$ cat config.mk
export PLATFORM = sky130hd
export DESIGN_NAME = mem_ctrl
export DESIGN_NICKNAME = d
export VERILOG_FILES = /design/src/rtl/mem_ctrl_pkg.sv /design/src/rtl/mem_ctrl.sv
export SDC_FILE = /design/constraint.sdc
export NUM_CORES = 1
export LEC_CHECK = 0
export CAP_MARGIN = 30
export CORE_MARGIN = 2
export CORE_UTILIZATION = 40
export CTS_BUF_LIST = sky130_fd_sc_hd__clkbuf_16
export DETAILED_ROUTE_END_ITERATION = 6
export PLACE_DENSITY = 0.66
export SYNTH_ARGS = -nofsm -noshare
export SYNTH_HDL_FRONTEND = slang
export SYNTH_SLANG_ARGS = --single-unit
export TNS_END_PERCENT = 30
$ cat constraint.sdc
create_clock -name clk -period 3.2 [get_ports clk]
set_clock_uncertainty 0.2 [all_clocks]
set_input_delay 0.64 -clock clk [delete_from_list [all_inputs] [get_ports clk]]
set_output_delay 0.64 -clock clk [all_outputs]
set_load 0.05 [all_outputs]
$ cat src/rtl/mem_ctrl_pkg.sv
// Shared constants for the byte-serial memory controller: datapath widths,
// MEM access length encodings and the requester identity type.
package mem_ctrl_pkg;

  localparam int AddrLen    = 32;
  localparam int InstLen    = 32;
  localparam int RegLen     = 32;
  localparam int RamDataLen = 8;

  localparam logic [1:0] MemLenByte = 2'b00;
  localparam logic [1:0] MemLenHalf = 2'b01;
  localparam logic [1:0] MemLenWord = 2'b10;

  typedef enum logic {
    REQ_IF  = 1'b0,
    REQ_MEM = 1'b1
  } requester_e;

  // Number of bytes moved for a MEM length code; the reserved code 11 is a word.
  function automatic logic [2:0] len_bytes(input logic [1:0] len);
    case (len)
      MemLenByte: len_bytes = 3'd1;
      MemLenHalf: len_bytes = 3'd2;
      default:    len_bytes = 3'd4;
    endcase
  endfunction

endpackage

$ cat src/rtl/mem_ctrl.sv
// Shares one 8-bit RAM port between instruction fetch and the load/store
// stage. Transfers run one byte per cycle, little-endian, and finish with a
// single DONE cycle in which the owner's done output is high.
module mem_ctrl
  import mem_ctrl_pkg::*;
(
  input  logic                  clk,
  input  logic                  rst,
  input  logic                  if_req,
  input  logic [AddrLen-1:0]    if_addr,
  output logic                  if_done,
  output logic [InstLen-1:0]    if_inst,
  input  logic                  jump_or_not,
  input  logic                  mem_req,
  input  logic                  mem_we,
  input  logic [1:0]            mem_len,
  input  logic [AddrLen-1:0]    mem_addr,
  input  logic [RegLen-1:0]     mem_wdata,
  output logic                  mem_done,
  output logic [RegLen-1:0]     mem_rdata,
  output logic [AddrLen-1:0]    ram_addr,
  output logic                  ram_wr,
  output logic [RamDataLen-1:0] ram_dout,
  input  logic [RamDataLen-1:0] ram_din
);

  typedef enum logic [2:0] {
    IDLE   = 3'd0,
    IF_RD  = 3'd1,
    MEM_RD = 3'd2,
    MEM_WR = 3'd3,
    DONE   = 3'd4
  } state_e;

  state_e               state_q, state_d;
  logic [2:0]           cnt_q, cnt_d;
  logic [2:0]           len_q, len_d;
  logic [AddrLen-1:0]   base_q, base_d;
  logic [RegLen-1:0]    wdata_q, wdata_d;
  logic [RegLen-1:0]    rbuf_q, rbuf_d;
  requester_e           owner_q, owner_d;
  logic [AddrLen-1:0]   ram_addr_d;
  logic                 ram_wr_d;
  logic [RamDataLen-1:0] ram_dout_d;
  logic [InstLen-1:0]   if_inst_d;
  logic [RegLen-1:0]    mem_rdata_d;
  logic [RegLen-1:0]    assembled;
  logic [1:0]           cap_idx;
  logic                 take_mem, take_if;
  logic                 done_r;

  // The done cycle is decoded straight from the state; a fetch finishing
  // while a jump is taken is swallowed here.
  assign done_r   = (state_q == DONE);
  assign if_done  = done_r && (owner_q == REQ_IF) && !jump_or_not;
  assign mem_done = done_r && (owner_q == REQ_MEM);

  // Register every piece of controller state and every RAM-facing output.
  always_ff @(posedge clk) begin
    if (rst) begin
      state_q   <= IDLE;
      cnt_q     <= '0;
      len_q     <= '0;
      base_q    <= '0;
      wdata_q   <= '0;
      rbuf_q    <= '0;
      owner_q   <= REQ_IF;
      ram_addr  <= '0;
      ram_wr    <= 1'b0;
      ram_dout  <= '0;
      if_inst   <= '0;
      mem_rdata <= '0;
    end else begin
      state_q   <= state_d;
      cnt_q     <= cnt_d;
      len_q     <= len_d;
      base_q    <= base_d;
      wdata_q   <= wdata_d;
      rbuf_q    <= rbuf_d;
      owner_q   <= owner_d;
      ram_addr  <= ram_addr_d;
      ram_wr    <= ram_wr_d;
      ram_dout  <= ram_dout_d;
      if_inst   <= if_inst_d;
      mem_rdata <= mem_rdata_d;
    end
  end

  // Next-state logic: arbitration, address/byte sequencing and word assembly.
  // cnt holds the transfer cycle number, so the byte arriving now is cnt-2.
  always_comb begin
    state_d     = state_q;
    cnt_d       = cnt_q;
    len_d       = len_q;
    base_d      = base_q;
    wdata_d     = wdata_q;
    rbuf_d      = rbuf_q;
    owner_d     = owner_q;
    ram_addr_d  = ram_addr;
    ram_wr_d    = 1'b0;
    ram_dout_d  = '0;
    if_inst_d   = if_inst;
    mem_rdata_d = mem_rdata;
    take_mem    = 1'b0;
    take_if     = 1'b0;

    cap_idx   = cnt_q[1:0] - 2'd2;
    assembled = rbuf_q;
    assembled[{cap_idx, 3'b000} +: 8] = ram_din;

    case (state_q)
      IDLE: begin
        ram_addr_d = '0;
        take_mem   = mem_req;
        take_if    = !mem_req && if_req && !jump_or_not;
      end

      IF_RD, MEM_RD: begin
        if ((state_q == IF_RD) && jump_or_not) begin
          state_d    = IDLE;
          cnt_d      = '0;
          rbuf_d     = '0;
          ram_addr_d = '0;
        end else begin
          cnt_d      = cnt_q + 3'd1;
          ram_addr_d = (cnt_q < len_q) ? base_q + {29'd0, cnt_q} : '0;
          if (cnt_q >= 3'd2) begin
            rbuf_d = assembled;
          end
          if (cnt_q == len_q + 3'd1) begin
            state_d    = DONE;
            cnt_d      = '0;
            ram_addr_d = '0;
            if (owner_q == REQ_IF) begin
              if_inst_d = assembled;
            end else begin
              mem_rdata_d = assembled;
            end
          end
        end
      end

      MEM_WR: begin
        if (cnt_q < len_q) begin
          ram_wr_d   = 1'b1;
          ram_addr_d = base_q + {29'd0, cnt_q};
          ram_dout_d = wdata_q[{cnt_q[1:0], 3'b000} +: 8];
          cnt_d      = cnt_q + 3'd1;
        end else begin
          state_d    = DONE;
          cnt_d      = '0;
          ram_addr_d = '0;
        end
      end

      DONE: begin
        state_d    = IDLE;
        ram_addr_d = '0;
        take_mem   = (owner_q == REQ_IF) && mem_req;
        take_if    = (owner_q == REQ_MEM) && if_req && !jump_or_not;
      end

      default: begin
        state_d    = IDLE;
        cnt_d      = '0;
        ram_addr_d = '0;
      end
    endcase

    if (take_mem) begin
      owner_d    = REQ_MEM;
      base_d     = mem_addr;
      len_d      = len_bytes(mem_len);
      wdata_d    = mem_wdata;
      rbuf_d     = '0;
      cnt_d      = 3'd1;
      ram_addr_d = mem_addr;
      if (mem_we) begin
        state_d    = MEM_WR;
        ram_wr_d   = 1'b1;
        ram_dout_d = mem_wdata[7:0];
      end else begin
        state_d = MEM_RD;
      end
    end else if (take_if) begin
      owner_d    = REQ_IF;
      base_d     = if_addr;
      len_d      = 3'd4;
      rbuf_d     = '0;
      cnt_d      = 3'd1;
      ram_addr_d = if_addr;
      state_d    = IF_RD;
    end
  end

endmodule
==> reports/summary.md <==
For the worst setup path, the data required time is 2.36 ns. The first global-routing pass estimated 42400 um of wire. For this block, the routed nets add up to 26300 um of wire.

The worst hold path passes through 2 cells. The die covers 0.0256 mm2. The total number of clock tree sinks was 211; the area of the placeable core was 0.0241 mm2. The cell with the most instances after synthesis was dfxtp_1.

Yosys printed 0 warnings. Detailed placement ended at an HPWL of 17900 um. STA classifies the critical path startpoint as a flop.

At the end of the flow, the number of nets in the layout was 1402. The synthesized design devotes to its leading area cell type 43.4% of total area. The area growth from synthesis to layout is 33.1%. For the final routed database, the setup TNS stands at 0 ns. The run gives 0 as the total of max-cap violations. Launch instance of the worst min-delay path: wdata_q[19]. The run gives 2.03 ns as the data arrival at the endpoint of the critical path. The async set-or-reset flop fraction in the synthesized netlist was 0%. After clock tree synthesis, the clock-pin slew on the worst setup and hold paths is 0.06 ns. The number of H-tree branching levels is 1. The peak supply drop came out at 0.307 mV. The capture endpoint of the worst hold path was wdata_q[19]. The number of pins exceeding their max-slew limit in the final report was 0. The flow ran to the end, and the final reports show no timing, DRC or antenna violations.

For the via count of the first global-routing pass, the log shows 8072. In this run the worst path has a maximum fanout of 13. Counting the buffers created by CTS gives 24. Buffers placed on the I/O ports in this run total 218. The post-synthesis net count was 1216; the die height was 160 um. At the pin with the least slew margin, the transition time is 0.808 ns.

The initial core utilization was 40.3%. The classification of the worst setup path was reg -> out. The repair_antennas step left the layout with diodes totalling 0.

Primary flip-flop cell chosen by synthesis mapping: dfxtp_1. Clock insertion delay at the later pin of the skew report: 0.52 ns. For this design the total switching power over the nets is 2.07 mW. Setup repair after global routing left no endpoint under its margin. After synthesis, the most frequently instantiated cells are dfxtp_1 (211), nor2_1 (136), nand2_1 (105), a21oi_1 (97), clkbuf_1 (60). The synthesized area divided by synthesized cell count is 8.92 um2.

TritonCTS built the clock tree. The run gives 142 as the largest net degree at the start of global routing. Derived from the worst setup path, the maximum achievable clock frequency is 349 MHz. The share of post-route cells with drive strength above 1 was 11.6%; the DRC violations left was 0.

In this run the remaining antenna-violating nets after routing total 0. The number of cell instances on the worst register-to-register path works out to 5. The number of flops mapped to enable cells by yosys is 0. The number of violations reported at the end of detailed-routing iteration 0 is 484. The share of power burned in the clock network is 37.0%. The all-layer global routing usage was 20.0%. The run gives 0 as the final setup violation count. Across all register-to-register paths, the minimum setup slack is 0.39 ns. The switching power share of the total was 29.9%.

After synthesis, the cell types taking the most area are dfxtp_1 (43%), a211oi_2 (7.2%), nor2_1 (5.3%), a21oi_1 (5.0%), a22oi_1 (4.1%). The overflow left after global routing was 0; the gate count after technology mapping was 1090. The run gives 0 as the final hold violation count. Using the TritonRoute via totals, the vias-per-cell ratio works out to 5.19. In this run the power density over the cells is 534 mW/mm2. The initial antenna violation count was 1; the number of placed cells counting well taps was 1574. The final critical path takes up 89.6% of the cycle. The beginning of the critical path is state_q[0]. The tools report the routability congestion estimate as 0.812. In this run the critical register-to-register path is captured at ram_addr[22]. The tools report the area of the mapped netlist as 0.00972 mm2. The tools report the cell leakage power as 4.67 nW.

The cell at the root of the clock tree was clkbuf_16. The post-CTS setup buffer count was 0; the number of rows in the core area was 57. The logs give 1617 for the post-route non-filler standard cell count and 5 for the first-pass iteration count of the detailed router. The tools report the startpoint of the lowest-slack register-to-register path as state_q[2]. The post-route minimum period is 2.87 ns, and the die width is 160 um.

Per report_power, the combinational group accounts for 20.8% of the total. The tools report the share of power burned in registers as 42.2%. In this run, distinct cell masters in the synthesized netlist total 58.

The final routed wire length divided by cell count is 16.3 um, and the post-synthesis register bit count is 211. The internal portion of the total power is 4.85 mW. The tools report the maximum buffer depth of the clock tree as 3. Largest area contributor in the netlist: dfxtp_1. The tightest min-delay check is of the reg -> reg type. STA classifies the critical path endpoint as an output port. In this run the tightest slew margin relative to its limit is 46.0%.

The logs give 8396 for the total vias in the final route and 219 for the number of top-level pins. The post-synthesis sequential area ratio was 43.4%.
## cells in the final DEF, fill, tap and decap left out, types with 3 or more instances in the layout
| cell | count |
|---|---|
| inv_1 | 63 |
| a21oi_1 | 97 |
| nor2_1 | 134 |
| xnor2_1 | 21 |
| ha_1 | 13 |
| a211oi_1 | 30 |
| mux4_2 | 8 |
| o211ai_1 | 3 |
| nand3_1 | 30 |
| a22oi_1 | 53 |
| nand2_1 | 105 |
| nor4_1 | 4 |
| and4_1 | 4 |
| clkinv_1 | 6 |
| nand4_1 | 4 |
| mux2i_1 | 18 |
| clkinv_2 | 4 |
| buf_4 | 19 |
| and3_1 | 5 |
| o21ai_0 | 4 |
| mux2_2 | 13 |
| o31a_1 | 9 |
| dfxtp_1 | 211 |
| nor2b_1 | 38 |
| and2_1 | 5 |
| nor3_1 | 7 |
| clkdlybuf4s50_1 | 215 |
| xor2_1 | 9 |
| clkbuf_16 | 25 |
| o22ai_1 | 23 |
| a211oi_2 | 56 |
| o2111ai_1 | 4 |
| buf_12 | 7 |
| nor4b_1 | 5 |
## sequential cells by signal, summed over array words and instances, names as in the netlist
name,count
base_q,32
if_inst,32
mem_rdata,32
ram_addr,32
rbuf_q,32
wdata_q,32
ram_dout,8
cnt_q,3
len_q,3
state_q,3
owner_q,1
ram_wr,1
## power by group through the flow
stage               clock [mW]  combinational (mW)  sequential [mW]
floorplan                    0               0.692             3.20
global placement             0                1.43             2.97
detailed placement           0                1.44             2.97
CTS                       2.63                1.45             2.92
global route              2.71                1.56             2.94
finish                    2.55                1.44             2.92
## timing repair
item	in CTS	in global routing
gates resized for setup	0	1
endpoints found under the hold margin	0	0
setup endpoints to repair	0	1
hold buffers	0	0
## critical path, cell delays in order (launching register included)
cell and delay [ns]:
dfxtp_1 0.43, nor2_2 0.44, nand2_1 0.13, nor3_1 0.32, buf_12 0.19
## worst max-delay path by stage
stage,end,slack [ns],depth (start not counted)
3_5_place_dp,ram_addr[22],0.06,6
5_1_grt,ram_addr[22],0.12,5
6_report,if_done,0.33,4
4_1_cts,if_done,0.08,4
3_3_place_gp,ram_addr[19],0.13,6
2_1_floorplan,ram_addr[24],0.31,9
## cells by family (layout without fill, tap and decap cells)
logic type               count (synthesis)  in the layout  share of synthesized area (%)
adder cells (fa/ha/maj)                 14             14                           1.88
XOR/XNOR                                31             31                           2.95
AND/OR/NAND/NOR                        365            365                           17.7
multiplexers                            39             39                           5.21
AO/OA/AOI/OAI                          291            291                           22.7
buffers and inverters                  139            342                           6.15
flip-flops                             211            211                           43.4
## routing by layer
| metal | share of wire, % | track usage, % | wire length (um) |
|---|---|---|---|
| met5 | 0.061 | 0 | 16 |
| met4 | 2.0 | 5.08 | 527 |
| met3 | 6.7 | 4.18 | 1760 |
| met2 | 46 | 32.8 | 12200 |
| met1 | 45 | 26.9 | 11800 |
## metrics by stage
stage	utilization (%)	area (um2)	total power, mW	hold WS [ns]	setup WS, ns
floorplan	-	9720	3.89	0.233	0.314
global placement	50.7	12200	4.40	0.241	0.131
detailed placement	50.7	12200	4.41	0.245	0.0580
CTS	53.7	12900	7.00	0.255	0.0831
global route	53.7	12900	7.20	0.270	0.125
finish	53.7	12900	6.91	0.253	0.332
## cell type report
cell class,count,area (um2)
inverters,57,214
repair buffers,242,2450
well taps,324,405
fillers,2265,11200
clock inverters,18,104
clock buffers,25,626
flip-flops and latches,211,4220
multi-input cells,740,4920
(Power assumes the default switching activity.)
